### config.mk
export PLATFORM = sky130hd
export DESIGN_NAME = reg_dump_tx
export DESIGN_NICKNAME = d
export VERILOG_FILES = /design/src/rtl/reg_dump_tx.sv
export SDC_FILE = /design/constraint.sdc
export NUM_CORES = 1
export LEC_CHECK = 0
export BUFFER_PORTS_ARGS = -buffer_cell sky130_fd_sc_hd__buf_2
export CORE_MARGIN = 4
export CORE_UTILIZATION = 60
export CTS_BUF_LIST = sky130_fd_sc_hd__clkbuf_4 sky130_fd_sc_hd__clkbuf_8
export CTS_CLUSTER_DIAMETER = 120
export DETAILED_ROUTE_END_ITERATION = 7
export PLACE_DENSITY = 0.89
export SLEW_MARGIN = 20
export SYNTH_ARGS = -nofsm -noshare
export SYNTH_HDL_FRONTEND = slang
export SYNTH_SLANG_ARGS = --single-unit
### constraint.sdc
create_clock -name clk -period 3.15 [get_ports clk]
set_input_delay 0.1575 -clock clk [delete_from_list [all_inputs] [get_ports clk]]
set_output_delay 0.1575 -clock clk [all_outputs]
set_load 0.02 [all_outputs]
### src/rtl/reg_dump_tx.sv
// reg_dump_tx
// Debug register-dump transmitter for the single-cycle CPU top (sccomp).
// On a start request it walks reg_sel through registers 0..NREG-1, samples
// reg_data once per register, and sends each value over a UART TX line as
// eight uppercase hex ASCII characters followed by a newline (8N1, LSB first).
//
// Parameters:
//   CLK_DIV  clock cycles per UART bit (>= 2)
//   NREG     number of registers dumped, starting at index 0 (1..32)
// Ports:
//   clk       in   system clock (same clock as sccomp)
//   rst       in   asynchronous active-high reset
//   start     in   dump request, level-sensitive, only looked at while idle
//   reg_sel   out  register index driven to sccomp.reg_sel (registered)
//   reg_data  in   register value returned by sccomp.reg_data
//   tx        out  UART serial output, idles high
//   busy      out  high while a dump is in progress
//   done      out  one-cycle pulse after the final stop bit of the dump

module reg_dump_tx #(
    parameter int CLK_DIV = 868,
    parameter int NREG    = 32
) (
    input  logic        clk,
    input  logic        rst,
    input  logic        start,
    output logic [4:0]  reg_sel,
    input  logic [31:0] reg_data,
    output logic        tx,
    output logic        busy,
    output logic        done
);

    localparam int                BAUD_W    = (CLK_DIV > 1) ? $clog2(CLK_DIV) : 1;
    localparam logic [BAUD_W-1:0] BAUD_LAST = BAUD_W'(CLK_DIV - 1);
    localparam logic [4:0]        SEL_LAST  = 5'(NREG - 1);

    typedef enum logic [1:0] {
        IDLE,
        SEL,
        SEND
    } state_t;

    state_t            state;
    logic [31:0]       hold;
    logic [3:0]        byte_cnt;
    logic [3:0]        bit_idx;
    logic [BAUD_W-1:0] baud_cnt;
    logic [3:0]        nibble;
    logic [7:0]        cur_byte;

    // The hold register is shifted left by one nibble after each hex
    // character, so the character in flight always comes from its top nibble.
    // The ninth byte of every register is the newline.
    always_comb begin
        nibble   = hold[31:28];
        cur_byte = 8'h0A;
        if (byte_cnt != 4'd8) begin
            if (nibble <= 4'd9) begin
                cur_byte = 8'h30 + {4'h0, nibble};
            end else begin
                cur_byte = 8'h37 + {4'h0, nibble};
            end
        end
    end

    // Dump sequencer and UART shifter in one machine. bit_idx 0 is the start
    // bit, 1..8 are data bits d0..d7 and 9 is the stop bit. Each tx value is
    // registered on the edge that ends the previous bit. The end of the stop
    // bit doubles as the byte/register advance step, so consecutive bytes
    // follow each other with no idle gap.
    always_ff @(posedge clk or posedge rst) begin
        if (rst) begin
            state    <= IDLE;
            hold     <= '0;
            byte_cnt <= '0;
            bit_idx  <= '0;
            baud_cnt <= '0;
            reg_sel  <= '0;
            tx       <= 1'b1;
            busy     <= 1'b0;
            done     <= 1'b0;
        end else begin
            done <= 1'b0;
            case (state)
                IDLE: begin
                    tx <= 1'b1;
                    if (start) begin
                        reg_sel <= '0;
                        busy    <= 1'b1;
                        state   <= SEL;
                    end
                end

                SEL: begin
                    hold     <= reg_data;
                    byte_cnt <= '0;
                    bit_idx  <= '0;
                    baud_cnt <= '0;
                    tx       <= 1'b0;
                    state    <= SEND;
                end

                SEND: begin
                    if (baud_cnt != BAUD_LAST) begin
                        baud_cnt <= baud_cnt + 1'b1;
                    end else begin
                        baud_cnt <= '0;
                        if (bit_idx < 4'd8) begin
                            tx      <= cur_byte[bit_idx[2:0]];
                            bit_idx <= bit_idx + 1'b1;
                        end else if (bit_idx == 4'd8) begin
                            tx      <= 1'b1;
                            bit_idx <= 4'd9;
                        end else begin
                            bit_idx <= '0;
                            if (byte_cnt < 4'd8) begin
                                byte_cnt <= byte_cnt + 1'b1;
                                hold     <= {hold[27:0], 4'h0};
                                tx       <= 1'b0;
                            end else if (reg_sel < SEL_LAST) begin
                                reg_sel <= reg_sel + 1'b1;
                                state   <= SEL;
                            end else begin
                                done  <= 1'b1;
                                busy  <= 1'b0;
                                state <= IDLE;
                            end
                        end
                    end
                end

                default: begin
                    state <= IDLE;
                end
            endcase
        end
    end

endmodule

# == Yosys cells after proc, flatten, opt, wreduce, memory -nomap -nowiden ==
# Index checks and enable logic that the tools add are counted.
# classes
n_addsub,6
n_eq_ne,14
reduce_logical,10
magnitude_cmp,5
muxes,52
# ops
op,count
32-bit 2-to-1 mux,4
32-bit case mux with 2 select lines,1
5-bit 2-to-1 mux,6
4-bit 2-to-1 mux,7
10-bit case mux with 2 select lines,1
1-bit 2-to-1 mux,18
2-bit != test (second input constant),8
4-bit case mux with 2 select lines,2
6-bit by 4-bit adder with 7-bit output (first input constant),2
7-bit 2-to-1 mux,2
7-bit AND reduction,2
10-bit by 1-bit adder with 10-bit output (second input constant),1
10-bit 2-to-1 mux,1
2-bit 2-to-1 mux,5
10-bit != test (second input constant),1
5-bit case mux with 2 select lines,1
5-bit AND reduction,2
4-bit by 1-bit adder with 4-bit output (second input constant),2
4-bit < comparator (second input constant),2
4-bit != test (second input constant),2
2-bit case mux with 3 select lines,1
5-bit by 1-bit adder with 5-bit output (second input constant),1
5-bit < comparator (second input constant),1
4-bit equality test (second input constant),1
12 further kinds,13
# word_totals
output_inout_bits,8
register_bits,60
elab_cells,96

# == Longest topological paths before layout ==
# logic_depth
word_depth,8
mapped_depth,10

# == Worst setup path before layout ==
# No wires, ideal clock.
# synth_timing
path_kind,flip-flop to flip-flop
startpoint,register bit_idx[0]
endpoint,register reg_sel[4]
path_stages_with_launch,9
t_arrival_ns,2.357
path_buffers,1
setup_slack_ns,0.715
period_less_slack_ns,2.435
path_cell_list,dfrtp_1 clkbuf_1 inv_1 ha_1 nand2b_1 or4b_4 o21a_4 or4_1 a21oi_1
# synth_between
elab_chain_cells,3
word_cells_on_any_way,5
classes_between,order compare (1); eq/ne (3); reduce/logical (1)
# synth_rtl
item,line,text
from (decl),47,logic [3:0] bit_idx;
from (signal assigned),111,bit_idx <= bit_idx + 1'b1;
4-bit < comparator / 4-bit equality test (equally long branches),"109, 112",
2-bit != test (no source line),n/a,
7-bit AND reduction (no source line) (*),n/a,
to (signal assigned),122,reg_sel <= reg_sel + 1'b1;
to (decl),27,"output logic [4:0] reg_sel,"
# Every way passes the cells marked *; elsewhere a longest branch is shown, timed or not.
# A chain may end at the register's enable or synchronous reset.

# == Final worst setup path ==
# Ends and elaborated chain as after synthesis.

==> qor.csv <==
metric,value,unit
status,completed,
f_max,393,MHz
worst-skew pair later-pin latency,350,ps
largest net degree at the start of global routing,36,
post-synth top area cell,dfrtp_1,
Final Hold Vio Count,0,
TritonRoute pass-1 iters,4,
hold depth,2,
Hold Crit Class,primary input to register,
layout net count,413,
drt total wl,6990,um
"FFs w/ async S/R, synth",1.00,
max_slew headroom,0.502,
Synth Instances,324,
n_diodes,0,
"Period Utilization, post-route",0.807,
Ports,43,
Hold Path Origin,reg_data[1],
Post-synth EDFFs,0,
TritonCTS buffer count,9,
Worst EP required,3430,ps
Fin Hold WS,30.6,ps
Worst Clk Skew,10.8,ps
cell with the most instances after synthesis,dfrtp_1,
core area,5200,um2
die height,82.0,um
CP endpoint kind,register,
post-synthesis cell type count,49,
Worst Hold Path EP,hold[1],
Reg-to-Reg Start,bit_idx[0],
H-tree depth,3,
Synth warnings,0,
TritonCTS clock tree,yes,
synthesis-stage register bit count,60,
Global Route Usage Sum,0.231,
Root Buffer,clkbuf_8,
Setup Total Neg Slack,0,ps
initial DRC count,193,
CP Max Fanout,10,
Vias/cell,6.14,
Power Density,410,nW/um2
"Seq/Total Area, Yosys",0.457,
top-area cell type share of the netlist area,0.449,
Synth area leaders,"dfrtp_1 45%, mux2i_1 9.7%, a31oi_1 5.9%",
Tmin final,2540,ps
Worst Tran Pin Value,745,ps
crit path kind,register to register,
max cap viols,0,
# rows,26,
# setup viols final,0,
CTS max path bufs,2,
R2R cell count,7,
Clock Pin Slew Worst Setup and Hold Paths,80,ps
Die Area,6730,um2
average wire per standard cell,15.9,um
proportion of layout cells with a drive suffix above 1,0.211,
crit path launch type,register,
R2R Path End,reg_sel[4],
Post-Syn Area,3290,um2
flop2flop setup slack,610,ps
first-pass GRT wire length,12000,um
RSZ-0062 raised after global routing,false,
Syn Area/Cell,10.1,um2
syn nets,373,
Post-CTS Resized,0,
initial antenna violation count,0,
RePlAce Congestion,0.852,
Overflow after GRT,0,
remaining antenna violation count,0,
Max rail drop VDD,0.403,mV
vias in the first global route,2664,
HPWL after DPL,4920,um
width of the die,82.0,um
DRC viols,0,
Most used DFF post-synth,dfrtp_1,
synth-to-layout area growth,14.4,%
crit path DAT,2820,ps
Max Slew Vio Count,0,
Initial Util,0.631,
commonest cells in the netlist,"59 x dfrtp_1, 33 x a21oi_1, 32 x mux2i_1",
CTS Sinks,60,
total number of vias,2696,
Static Leak,1.86,nW
number of port buffers,42,
layout filler cell count,365,
==> metrics by stage <==
step | util | instance area [um2] | setup slack (ps) | power (mW) | instances
after global routing | 0.722 | 3760 | 460 | 1.61 | 439
after detailed placement | 0.685 | 3570 | 645 | 0.906 | 422
final | 0.722 | 3760 | 606 | 1.54 | 439
after floorplan | - | 3290 | 715 | 0.867 | 324
after global placement | 0.685 | 3570 | 703 | 0.902 | 422
after CTS | 0.722 | 3760 | 617 | 1.56 | 439
==> placed cells by master, fill, tap and decap left out, drive strengths merged, types with 4 or more instances in the layout <==
master / Yosys / routed
and2: 4 / 4
a21oi: 33 / 33
nand3: 9 / 9
o31ai: 5 / 5
o21ai: 13 / 13
mux2i: 32 / 32
nor2: 10 / 10
clkbuf: 12 / 9
buf: 9 / 49
a22o: 5 / 5
nand2b: 5 / 5
ha: 14 / 14
dfrtp: 59 / 59
a31oi: 31 / 31
nand2: 13 / 13
nor2b: 6 / 6
inv: 12 / 15
==> metal layers <==
layer	track usage	share of wire	vias up
li1	-	-	1304
met1	0.294	0.44	1285
met2	0.374	0.48	93
met3	0.0669	0.058	14
met4	0.0864	0.017	0
met5	0	0	-
==> worst max-delay path: stages (launching register included) <==
cell and delay [ps]:
dfrtp_1 510, inv_1 130, ha_1 210, nand2b_1 150, or4b_4 540, o21a_4 270, or4_1 500, a21oi_1 150
==> how the worst max path moves through the flow <==
stage                           from         end
final                     bit_idx[0]  reg_sel[4]
after CTS                 bit_idx[0]  reg_sel[4]
after detailed placement  bit_idx[0]  reg_sel[4]
after floorplan           bit_idx[0]  reg_sel[4]
after global placement    bit_idx[0]  reg_sel[4]
after global routing      bit_idx[0]  reg_sel[4]
==> area by class of cell <==
class                           count  area, um2  share of cell area
Clock inverter                      7       60.1              0.0160
Sequential cell                    60       1500               0.400
Multi-Input combinational cell    231       1670               0.444
Timing Repair Buffer               50        273              0.0725
Tap cell                           70       87.6              0.0233
Inverter                           12       45.0              0.0120
Clock buffer                        9        124              0.0329
==> kinds of logic after synthesis <==
family,after synthesis,share of synthesized area
flip-flops,60,0.457
AO/OA/AOI/OAI,107,0.209
adder cells (fa/ha/maj),14,0.0533
multiplexers,35,0.108
buffers and inverters,33,0.0396
AND/OR/NAND/NOR,72,0.125
XOR/XNOR,3,0.00800
==> where the power goes <==
part           internal [mW]  switching (mW)  total (mW)
logic                 0.0415          0.0439      0.0854
clock network          0.297           0.355       0.651
registers              0.791          0.0154       0.806
total                   1.13           0.414        1.54
==> registers in the layout, indices dropped and copies added, names as in the netlist <==
| register | cells |
|---|---|
| baud_cnt | 10 |
| bit_idx | 4 |
| busy | 1 |
| byte_cnt | 4 |
| done | 1 |
| hold | 32 |
| reg_sel | 5 |
| state | 2 |
| tx | 1 |
==> timing repair <==
item	CTS	global route
setup buffers	0	0
hold buffers	1	0
hold endpoints to repair	34	0
Power figures use the tool's default switching activity.
